--- config.mk ---
export PLATFORM = sky130hd
export DESIGN_NAME = fifo_decim_reader
export DESIGN_NICKNAME = d
export VERILOG_FILES = /design/src/rtl/fifo_decim_reader.sv
export SDC_FILE = /design/constraint.sdc
export NUM_CORES = 1
export LEC_CHECK = 0
export BUFFER_PORTS_ARGS = -buffer_cell sky130_fd_sc_hd__buf_2
export CAP_MARGIN = 20
export CORE_MARGIN = 5
export CORE_UTILIZATION = 45
export DETAILED_ROUTE_END_ITERATION = 12
export PLACE_DENSITY = 0.65
export SYNTH_ARGS = -nofsm -noshare
export SYNTH_HDL_FRONTEND = slang
export SYNTH_SLANG_ARGS = --single-unit
--- constraint.sdc ---
create_clock -name clk -period 3.7 [get_ports clk]
set_clock_uncertainty 0.05 [all_clocks]
set_input_delay 0.925 -clock clk [delete_from_list [all_inputs] [get_ports clk]]
set_output_delay 0.925 -clock clk [all_outputs]
set_load 0.005 [all_outputs]
--- src/rtl/fifo_decim_reader.sv ---
// fifo_decim_reader: consumer end of a FIFO read port (1-cycle read latency).
// Pops samples, keeps 1 of every DECIMATION, and presents kept samples on a
// valid/ready stream through a 2-entry skid buffer.
// Optional feature macro: FIFO_RD_STATS_EN adds a 32-bit handshake counter
// port (sample_count).
module fifo_decim_reader #(
  parameter int DATA_WIDTH = 16,
  parameter int DECIMATION = 1
) (
  input  logic                  clk,
  input  logic                  rst,
  input  logic [DATA_WIDTH-1:0] fifo_dout,
  input  logic                  fifo_empty,
  output logic                  fifo_rd_en,
  output logic [DATA_WIDTH-1:0] out_data,
  output logic                  out_valid,
  input  logic                  out_ready
`ifdef FIFO_RD_STATS_EN
  ,
  output logic [31:0]           sample_count
`endif
);

  localparam int PW = (DECIMATION > 1) ? $clog2(DECIMATION) : 1;
  localparam logic [PW-1:0] PHASE_LAST = PW'(DECIMATION - 1);

  logic [1:0]            count_reg, count_next;
  logic                  inflight_reg;
  logic [PW-1:0]         phase_reg, phase_next;
  logic [DATA_WIDTH-1:0] head_reg;
  logic [DATA_WIDTH-1:0] tail_reg;
  logic                  pop;
  logic                  capture;
  logic                  wr_tail;
  logic [2:0]            credit;

  // Handshake, pop credit and buffer bookkeeping.
  always_comb begin
    out_valid = (count_reg != 2'd0);
    out_data  = head_reg;
    pop       = out_valid && out_ready;
    // Entries held plus the word in flight, minus the one leaving this cycle.
    credit     = {1'b0, count_reg} + {2'b0, inflight_reg} - {2'b0, pop};
    // rst gating keeps the pop request low for the whole reset interval.
    fifo_rd_en = rst && !fifo_empty && (credit < 3'd2);
    capture    = inflight_reg && (phase_reg == '0);
    // Slot the captured word lands in after any simultaneous head advance.
    wr_tail    = count_reg[1] || (count_reg[0] && !pop);
    count_next = count_reg + {1'b0, capture} - {1'b0, pop};
    phase_next = phase_reg;
    if (inflight_reg) begin
      phase_next = (phase_reg == PHASE_LAST) ? '0 : phase_reg + PW'(1);
    end
  end

  // Occupancy, in-flight flag and decimation phase.
  always_ff @(posedge clk or negedge rst) begin
    if (!rst) begin
      count_reg    <= 2'd0;
      inflight_reg <= 1'b0;
      phase_reg    <= '0;
    end else begin
      count_reg    <= count_next;
      inflight_reg <= fifo_rd_en;
      phase_reg    <= phase_next;
    end
  end

  // Skid buffer: head shifts forward on pop, captured word fills first free slot.
  always_ff @(posedge clk or negedge rst) begin
    if (!rst) begin
      head_reg <= '0;
      tail_reg <= '0;
    end else begin
      if (capture && !wr_tail) begin
        head_reg <= fifo_dout;
      end else if (pop) begin
        head_reg <= tail_reg;
      end
      if (capture && wr_tail) begin
        tail_reg <= fifo_dout;
      end
    end
  end

`ifdef FIFO_RD_STATS_EN
  logic [31:0] sample_count_reg;

  // Counts output handshakes since reset; wraps naturally at 2^32.
  always_ff @(posedge clk or negedge rst) begin
    if (!rst) begin
      sample_count_reg <= 32'd0;
    end else if (pop) begin
      sample_count_reg <= sample_count_reg + 32'd1;
    end
  end

  assign sample_count = sample_count_reg;
`endif

endmodule

* Word level (Yosys, flattened, before mapping) *
Cells that the tools add are included.

word-level totals
  flip-flop bits (word level) = 36

operators by class
  mux-type cells = 3
  add/sub/neg operators = 5
  bitwise operators = 1
  reduce and logical (&&, ||, !) cells = 13
  magnitude comparators = 1

operators with widths
  cell                                                        count
  two-way mux 16 bit                                          2
  logical AND 1 bit                                           7
  nonzero test 2 bit                                          2
  adder 2 x 1 -> 3 bit                                        1
  logical NOT 1 bit                                           3
  less-than comparator 3 x 2 -> 1 bit, second input constant  1
  subtractor 3 x 1 -> 3 bit                                   1
  adder 2 x 1 -> 2 bit                                        1
  subtractor 2 x 1 -> 2 bit                                   1
  adder 1 bit, second input constant                          1
  logical OR 1 bit                                            1
  two-way mux 1 bit                                           1
  NOT 1 bit                                                   1

* Logic depth before layout (Yosys ltp) *
Gate-level depths: netlist of run 1.

  depth after elaboration = 8
  depth in mapped cells = 10
  depth with buffers taken out = 8

* Worst setup path before layout of run 1 *
No wires, ideal clock.

  path type = input -> output
  start = input out_ready
  end = output fifo_rd_en
  arrival time = 2641 ps
  required time = 2725 ps
  setup slack = 84 ps
  cell stages on the path = 9
  cells stage by stage = o21ai_2 > buf_4 > inv_1 > ha_1 > inv_1 > ha_1 > fa_1 > xnor2_1 > nor4b_1

on the way
  cells in the longest elaborated chain, start to end = 4

RTL lines
  element                              RTL line  text
  start, declared                      17        input logic out_ready
  logical AND 1 bit                    41        pop = out_valid && out_ready;
  subtractor 3 x 1 -> 3 bit            43        credit = {1'b0, count_reg} + {2'b0, inflight_reg} - {2'b0, pop};
  less-than comparator 3 x 2 -> 1 bit  45        fifo_rd_en = rst && !fifo_empty && (credit < 3'd2);
  logical AND 1 bit                    45
  end, declared                        14        output logic fifo_rd_en,

Every way passes these cells.

* Worst setup path in the final report of run 1 *
Ends and elaborated chain as after synthesis.

==> results of run 1 <==
-- worst max-delay path by stage --
| stage | cells past startpoint | start | slack (ps) | to |
|---|---|---|---|---|
| 2_1_floorplan | 9 | out_ready | 80 | fifo_rd_en |
| 3_3_place_gp | 10 | out_ready | 140 | fifo_rd_en |
| 3_5_place_dp | 10 | out_ready | 80 | fifo_rd_en |
| 4_1_cts | 10 | out_ready | 80 | fifo_rd_en |
| 5_1_grt | 10 | out_ready | 50 | fifo_rd_en |
| 6_report | 10 | out_ready | 160 | fifo_rd_en |
-- critical path, delay by kind of cell --
| kind | cells | cell delay [ps] |
|---|---|---|
| adder cells (fa/ha/maj) | 3 | 810 |
| buffers and inverters | 4 | 360 |
| AND/OR/NAND/NOR | 1 | 250 |
| XOR/XNOR | 1 | 150 |
| AO/OA/AOI/OAI | 1 | 60 |
-- cell type report --
type / count / area, um2
clock buffers: 5 / 37.5
clock inverters: 3 / 15.0
fillers: 302 / 1520
inverters: 5 / 18.8
multi-input cells: 58 / 688
flip-flops and latches: 35 / 876
well taps: 46 / 57.6
repair buffers: 39 / 200
-- routing by layer --
metal,share of wire [%],vias up,GRT usage (%)
met1,41,468,14.8
met4,0.46,0,3.19
met2,51,26,21.3
li1,-,443,-
met5,0,-,0
met3,7.3,2,7.17
-- placed cells by master (no fill, tap or decap), drive strengths merged, types with 2 or more instances in the layout --
master  instances
dfrtp          35
o21ai           2
ha              2
buf            39
mux2           48
inv             5
clkbuf          5
clkinv          3
-- cell families (layout without fill, tap and decap cells) --
kind of cell / after synthesis / count (layout) / synth area share [%]
AO/OA/AOI/OAI: 2 / 2 / 1.07
XOR/XNOR: 1 / 1 / 0.537
adder cells (fa/ha/maj): 3 / 3 / 2.76
buffers and inverters: 10 / 52 / 4.52
flip-flops: 35 / 35 / 53.7
multiplexers: 48 / 48 / 35.4
AND/OR/NAND/NOR: 4 / 4 / 1.99
-- stage by stage --
stage / hold slack (ps) / utilization (%) / total power, mW / area [um2]
CTS: 465 / 55.2 / 1.56 / 1890
detailed placement: 440 / 53.7 / 1.36 / 1830
finish: 460 / 55.4 / 1.54 / 1890
global route: 486 / 55.4 / 1.68 / 1890
floorplan: 425 / - / 1.18 / 1630
global placement: 433 / 53.7 / 1.32 / 1830
-- synthesized netlist by cell type --
library cell  number
nor2b_1            1
xnor2_1            1
dfrtp_1           35
nor4b_1            1
or2_2              1
or3_4              1
ha_1               2
buf_6              2
buf_4              1
buf_12             1
inv_1              5
o21ai_2            2
fa_1               1
mux2_2            38
buf_2              1
mux2_4            10
-- timing repair --
action	CTS	global route
resized for setup	0	1
hold buffers	0	0
hold endpoints to repair	0	0
endpoints found under the setup margin	0	1
-- where the power goes --
part	leakage (nW)	total [mW]	switching [mW]	internal [mW]
sequential	0.426	0.671	0.0959	0.575
clock	0.0347	0.192	0.121	0.0707
combinational	0.488	0.678	0.240	0.438
==> run summary, run 1 <==
Critical R2R Launch = count_reg[1]
HP Class = flop to flop
Layout cells sized above 1 = 69.0%
Final Max Slew Viols = 0
Worst hold stages = 1
Reg2reg end = inflight_reg
IO Pins = 38
Final wirelength = 2830 um
Row Count = 21
Clock sinks = 35
Peak supply drop = 372 uV
Vias/cell = 4.92
Routed len/inst = 14.8 um
Input/output buffers = 37
Final setup viols = 0
Post-Syn Area per Cell = 15.8 um2
Syn nets = 126
Fin crit share = 95.7%
CTS tree = done
Worst EP required = 2720 ps
Leading area contributor after synthesis = dfrtp_1
Final WS setup = 160 ps
Yosys reg bits = 35
First-pass GRT wire length = 4940 um
Cell Chain, Critical Path = buf_2, o21ai_2, inv_1, ha_1, inv_1, ha_1, fa_1, xnor2_1, nor4b_2, buf_2
Setup TNS = 0 ps
R2R setup slack = 1580 ps
Power Density = 814 nW/um2
Detailed Place HPWL = 1980 um
Vias = 939
Synth top area share = 53.7%
Ant. Diodes = 0
Die ar. = 4930 um2
Crit. End Element = output pin
ANT nets after route = 0
Die H = 70.2 um
Final net count = 167
Max_cap viols = 0
YS warnings = 0
Largest net degree at the start of global routing = 36
Initial antenna violation count = 0
Remaining DRCs = 0
Vias in the first global route = 1,045
Slowest stage delay, CP = 370 ps
Die width = 70.2 um
Layout Cells excl Fill = 191
Pleak = 0.949 nW
Starting density of the core = 47.8%
Clock period minus worst slack = 3540 ps
RSZ-0062 raised after global routing = no
Crit Path Max Fanout = 2
Hold Vio Cnt, Final = 0
Top cells by area, synth = dfrtp_1 54%, mux2_2 26%, mux2_4 9.2%
Placer Congestion = 0.647
Sequential fraction of the synthesis area = 53.7%
Synth-to-layout area growth = 16.0%
# H-tree levels = 2
Slowest-stage cell, CP = fa_1
Router iterations before antenna repair = 2
Reg clk slew, reported paths = 100 ps
Grt total ovfl = 0
Least-Margin Pin Slew = 920 ps
DP Worst Slack = 80.6 ps
Critical path class = input port to output pin
Clk buf depth = 2
Syn Inst Count = 103
CTS Buf Count = 5
Clk Latency, worst-skew pair = 330 ps
CP Launch Type = input port
Hold Path End = tail_reg[11]
Synth Cell Area = 1630 um2
Hold_sp = tail_reg[11]
Slew HR = 38.6%
Post-CTS Setup Inserts = 0
Fmax achieved = 283 MHz
GRT Util Overall = 13.0%
Placed insts = 183
Yosys cell types = 16
Iteration-0 DRC Markers = 20
FF-to-FF path depth = 8
Core box area = 3420 um2
Crit path arrival time = 2560 ps
Status = completed
CTS root buf = clkbuf_4
Note: power is estimated with default switching activity, not from simulation.
==> run 2: changes to the inputs <==
==> constraint.sdc (replaced) <==
create_clock -name clk -period 3.8 [get_ports clk]
set_clock_uncertainty 0.05 [all_clocks]
set_input_delay 0.95 -clock clk [delete_from_list [all_inputs] [get_ports clk]]
set_output_delay 0.95 -clock clk [all_outputs]
set_load 0.005 [all_outputs]
==> run 2 against run 1 <==
Net effect: sequential share of layout area is 0.15 points higher; first-iteration DRC count is 5.0% higher; routed wire length is 0.25% lower; design area is 0.33% lower; clock power is 3% lower; critical path depth stayed put; combinational power is 4.0% lower; die area stayed put; critical endpoint unchanged; largest power group is now registers; cell count stayed put; power is 3.2% lower.
==> run summary, run 2 (synthesis gave the netlist of run 1 again) <==
Worst EP required = 2800 ps (was 2720 ps)
Starting density of the core = 47.8% (unchanged)
Pleak = 0.948 nW (was 0.949 nW)
Ant. Diodes = 0 (unchanged)
Fin util = 55.2% (was 55.4%)
Power Density = 791 nW/um2 (was 814 nW/um2)
Grt total ovfl = 0 (unchanged)
First-pass GRT wire length = 4940 um (unchanged)
Clock period minus worst slack = 3650 ps
Vias = 936 (was 939)
CTS root buf = clkbuf_4 (unchanged)
Hold Path End = tail_reg[11] (unchanged)
Commonest non-fill, non-tap cell in the layout = mux2_2 (unchanged)
Layout Cells excl Fill = 191 (unchanged)
Critical path class = input port to output pin (unchanged)
Vias/cell = 4.90 (was 4.92)
Fillers = 302 (unchanged)
Final setup viols = 0 (unchanged)
Multi-input gate area = 682 um2 (was 688 um2)
Fin crit share = 96.2%
Input/output buffers = 37 (unchanged)
Final hold slack = 460 ps (unchanged)
Clock sinks = 35 (unchanged)
Largest net degree at the start of global routing = 36 (unchanged)
Met2 WL = 1420 um (was 1430 um)
Die width = 70.2 um (unchanged)
CTS resizes = 0 (unchanged)
CP Launch Type = input port (unchanged)
Crit path arrival time = 2650 ps (was 2560 ps)
Fmax achieved = 274 MHz
M1 WL = 1180 um (was 1170 um)
Reg clk slew, reported paths = 100 ps (about the same)
Top Layer Used = met4 (unchanged)
Slew HR = 38.5% (was 38.6%)
FF-to-FF path depth = 8 (unchanged)
HP Class = flop to flop (unchanged)
Die ar. = 4930 um2 (unchanged)
Crit. End Element = output pin (unchanged)
Detailed Place HPWL = 1980 um (about the same)
IO Pins = 38 (unchanged)
CTS tree = done (unchanged)
Routed len/inst = 14.8 um (about the same)
R2R setup slack = 1610 ps (was 1580 ps)
Synth-to-layout area growth = 15.6% (was 16.0%)
Hold Vio Cnt, Final = 0 (unchanged)
Final Max Slew Viols = 0 (unchanged)
Placed insts = 183 (unchanged)
GRT Util Overall = 13.0% (unchanged)
Post-CTS Setup Inserts = 0 (unchanged)
Vias in the first global route = 1,045 (unchanged)
Crit Path Max Fanout = 2 (unchanged)
CTS Buf Count = 5 (unchanged)
Core box area = 3420 um2 (unchanged)
Final wirelength = 2820 um (was 2830 um)
Critical R2R Launch = count_reg[1] (unchanged)
Remaining DRCs = 0 (unchanged)
ANT nets after route = 0 (unchanged)
# H-tree levels = 2 (unchanged)
Cts hold-fix bufs = 0 (unchanged)
WL met3 = 207 um (unchanged)
Die H = 70.2 um (unchanged)
Iteration-0 DRC Markers = 21 (was 20)
Clk Latency, worst-skew pair = 330 ps (about the same)
Commonest cells after routing, fill and taps aside = 38 x mux2_2, 37 x buf_2, 35 x dfrtp_1 (unchanged)
Reg2reg end = inflight_reg (unchanged)
RSZ-0062 raised after global routing = no (unchanged)
Row Count = 21 (unchanged)
Peak supply drop = 358 uV (was 372 uV)
Layout cells sized above 1 = 68.3% (was 69.0%)
Hold_sp = tail_reg[11] (unchanged)
Final net count = 167 (unchanged)
Max_cap viols = 0 (unchanged)
Status = completed (unchanged)
Sequential cell area = 876 um2 (unchanged)
Least-Margin Pin Slew = 923 ps (was 920 ps)
Total power = 1.49 mW (was 1.54 mW)
Setup TNS = 0 ps (unchanged)
Router iterations before antenna repair = 2 (unchanged)
Worst hold stages = 1 (unchanged)
Initial antenna violation count = 0 (unchanged)
Placer Congestion = 0.647 (unchanged)
Clk buf depth = 2 (unchanged)
==> run 2: changes by cell type in the layout (fill, tap and decap cells not counted) <==
cell	change
nor4b_1	+1
nor4b_2	-1
==> run 2: per-stage QoR <==
step | setup WS, ps | cell area (um2)
4_1_cts | 130 | 1890
3_3_place_gp | 193 | 1830
3_5_place_dp | 131 | 1830
2_1_floorplan | 134 | 1630
5_1_grt | 10.7 | 1890
6_report | 146 | 1890
==> run 2: per-layer routing <==
metal	track usage [%]	up-vias
met4	3.19	0
met2	21.3	26
met1	14.8	465
met5	0	-
met3	7.17	2
li1	-	443
==> run 2: where the power goes <==
part	total, mW	switching, mW	internal, mW
registers	0.654	0.0933	0.560
clock network	0.187	0.118	0.0688
logic	0.651	0.229	0.422
total	1.49	0.440	1.05
==> run 2: worst max path at each step <==
stage,start,endpoint,cells after the start
finish,out_ready,fifo_rd_en,10
global route,out_ready,fifo_rd_en,10
CTS,out_ready,fifo_rd_en,10
detailed placement,out_ready,fifo_rd_en,10
global placement,out_ready,fifo_rd_en,10
floorplan,out_ready,fifo_rd_en,9
==> run 2: worst max-delay path: stages <==
cell     delay (ps)
buf_2           110
o21ai_2          60
inv_1            60
ha_1            260
inv_1            30
ha_1            180
fa_1            370
xnor2_1         140
nor4b_1         310
buf_2           180
==> run 2: cell type report <==
cell class | instances | share of cell area [%]
sequential | 35 | 46.4
clock inverter | 3 | 0.796
clock buffer | 5 | 1.99
multi-input combinational | 58 | 36.1
tap | 46 | 3.05
inverter | 5 | 0.995
timing repair buffer | 39 | 10.6
==> run 3: changes to the inputs <==
--- a/config.mk
+++ b/config.mk
@@ -8,9 +8,11 @@
 export BUFFER_PORTS_ARGS = -buffer_cell sky130_fd_sc_hd__buf_2
 export CAP_MARGIN = 20
 export CORE_MARGIN = 5
-export CORE_UTILIZATION = 45
+export CORE_UTILIZATION = 40
+export CTS_BUF_LIST = sky130_fd_sc_hd__clkbuf_16
 export DETAILED_ROUTE_END_ITERATION = 12
-export PLACE_DENSITY = 0.65
+export PLACE_DENSITY = 0.58
+export SETUP_SLACK_MARGIN = 0.15
 export SYNTH_ARGS = -nofsm -noshare
 export SYNTH_HDL_FRONTEND = slang
 export SYNTH_SLANG_ARGS = --single-unit
==> run 3 against run 2 <==
Net effect: global-route usage rose by 1.2 points; power rose by 33%; sequential share of layout area fell by 7.6 points; sequential cell count did not move; routed wire length rose by 32%; design area rose by 19%; cell count rose by 12%; via count rose by 14%; setup slack got worse by 3.3 ps; highest routed layer unchanged; worst hold slack got worse by 12 ps; critical path type unchanged.
==> run summary, run 3 (synthesis gave the netlist of run 1 again) <==
Clock period minus worst slack = 3660 ps (was 3650 ps)
Reg clk slew, reported paths = 50 ps (was 100 ps)
Clock sinks = 35 (unchanged)
Vias = 1,069 (was 936)
WL met3 = 236 um (was 207 um)
# H-tree levels = 2 (unchanged)
Grt total ovfl = 0 (unchanged)
Slowest stage delay, CP = 470 ps (was 370 ps)
Clk Latency, worst-skew pair = 280 ps (was 330 ps)
Worst EP required = 2800 ps (about the same)
Ant. Diodes = 0 (unchanged)
Crit. End Element = output pin (unchanged)
Die width = 73.9 um (was 70.2 um)
Hold Vio Cnt, Final = 0 (unchanged)
Pleak = 1.13 nW (was 0.948 nW)
Placed insts = 187 (was 183)
CTS root buf = clkbuf_16 (was clkbuf_4)
Peak supply drop = 591 uV (was 358 uV)
Max_cap viols = 0 (unchanged)
Slowest-stage cell, CP = fa_2 (was fa_1)
Slew HR = 38.1% (was 38.5%)
CP Launch Type = input port (unchanged)
Row Count = 23 (was 21)
CTS Buf Count = 5 (unchanged)
Iteration-0 DRC Markers = 24 (was 21)
Initial antenna violation count = 0 (unchanged)
Psw = 0.558 mW (was 0.440 mW)
Cell Chain, Critical Path = buf_8, o21ai_4, inv_1, ha_1, inv_1, ha_2, fa_2, nor4b_4, buf_2 (was buf_2, o21ai_2, inv_1, ha_1, inv_1, ha_1, fa_1, xnor2_1, nor4b_1, buf_2)
Sw Share = 28.1% (was 29.5%)
Final Max Slew Viols = 0 (unchanged)
Commonest non-fill, non-tap cell in the layout = mux2_2 (unchanged)
Critical path class = input port to output pin (unchanged)
Remaining DRCs = 0 (unchanged)
Vias in the first global route = 1,213 (was 1,045)
Die H = 73.9 um (was 70.2 um)
CTS tree = done (unchanged)
Layout cells sized above 1 = 73.8% (was 68.3%)
Core box area = 3970 um2 (was 3420 um2)
Layout Cells excl Fill = 214 (was 191)
Crit Path Max Fanout = 2 (unchanged)
Status = completed (unchanged)
Input/output buffers = 37 (unchanged)
Largest net degree at the start of global routing = 36 (unchanged)
Synth-to-layout area growth = 38.2% (was 15.6%)
Commonest cells after routing, fill and taps aside = 37 x mux2_2, 36 x buf_2, 35 x dfrtp_1 (was 38 x mux2_2, 37 x buf_2, 35 x dfrtp_1)
Clock share of power = 22.8% (was 12.5%)
Router iterations before antenna repair = 3 (was 2)
Sequential Power Share = 33.6% (was 43.8%)
RSZ-0062 raised after global routing = yes (was no)
Top Layer Used = met4 (unchanged)
Fin util = 56.8% (was 55.2%)
Setup TNS = 0 ps (unchanged)
ANT nets after route = 0 (unchanged)
Placer Congestion = 0.658 (was 0.647)
Fmax achieved = 273 MHz (was 274 MHz)
Routed len/inst = 17.4 um (was 14.8 um)
Gate power share = 43.6% (about the same)
Clk buf depth = 2 (unchanged)
Cts hold-fix bufs = 0 (unchanged)
Die ar. = 5460 um2 (was 4930 um2)
IO Pins = 38 (unchanged)
Int Pwr = 1.43 mW (was 1.05 mW)
Final setup viols = 0 (unchanged)
First-pass GRT wire length = 5580 um (was 4940 um)
Least-Margin Pin Slew = 928 ps (was 923 ps)
Met2 WL = 1940 um (was 1420 um)
Vias/cell = 5.00 (was 4.90)
Power Density = 882 nW/um2 (was 791 nW/um2)
Final net count = 186 (was 167)
Fillers = 339 (was 302)
Total power = 1.99 mW (was 1.49 mW)
M1 WL = 1380 um (was 1180 um)
HP Class = flop to flop (unchanged)
GRT Util Overall = 14.2% (was 13.0%)
Fin crit share = 96.3% (was 96.2%)
Final wirelength = 3710 um (was 2820 um)
Crit path arrival time = 2660 ps (was 2650 ps)
Most common cell on crit path = inv_1
Starting density of the core = 41.1% (was 47.8%)
run 3: cell count changes in the layout (fill, tap and decap cells not counted), moves of 2 or more:
cell / before / now
buf_4: 2 / 11
buf_6: 0 / 8
clkbuf_16: 0 / 6
clkbuf_4: 5 / 0
clkinv_2: 3 / 1
run 3: what timing repair did:
item,CTS,global route
setup buffers,18,0
endpoints found under the setup margin,1,17
resized for setup,4,15
cloned,0,1
pin swaps,4,3
run 3: routing by layer:
layer	global-route usage (%)	up-vias
li1	-	481
met2	24.7	37
met5	0	-
met1	13.4	535
met4	8.85	0
met3	6.57	16
run 3: cell type report:
class	count	area (um2)	share of cell area, %
Timing Repair Buffer	58	413	18.3
Tap cell	50	62.6	2.77
Sequential cell	35	876	38.8
Clock buffer	5	125	5.55
Clock inverter	3	38.8	1.72
Multi-Input combinational cell	58	721	32.0
Inverter	5	18.8	0.832
run 3: stage by stage:
| stage | hold slack (ps) | setup WS (ps) | area [um2] |
|---|---|---|---|
| CTS | 452 | 82.4 | 2160 |
| global placement | 433 | 258 | 1850 |
| floorplan | 425 | 214 | 1640 |
| global route | 467 | 81.4 | 2250 |
| finish | 449 | 142 | 2250 |
| detailed placement | 440 | 132 | 1850 |
run 3: critical path: cells and delay by family:
family                   cells  cell delay (ps)
AND/OR/NAND/NOR              1              300
AO/OA/AOI/OAI                1               60
buffers and inverters        4              410
adder cells (fa/ha/maj)      3              920
run 3: power by group through the flow:
stage / sequential, mW / combinational, mW / clock, mW
finish: 0.669 / 0.866 / 0.454
floorplan: 0.648 / 0.513 / 0
global route: 0.692 / 0.930 / 0.478
global placement: 0.651 / 0.646 / 0
CTS: 0.666 / 0.781 / 0.463
detailed placement: 0.669 / 0.677 / 0
run 3: path summary, 6_finish.rpt:
check	start	to	slack (ps)	depth (start not counted)
setup / recovery	out_ready	fifo_rd_en	140	9
setup reg to reg	count_reg[1]	out_data[13]	350	21
max in group asynchronous	rst	tail_reg[8]	2670	2
hold / removal	tail_reg[10]	tail_reg[10]	450	1
hold reg to reg	tail_reg[10]	tail_reg[10]	450	1
min in group asynchronous	rst	tail_reg[13]	710	2
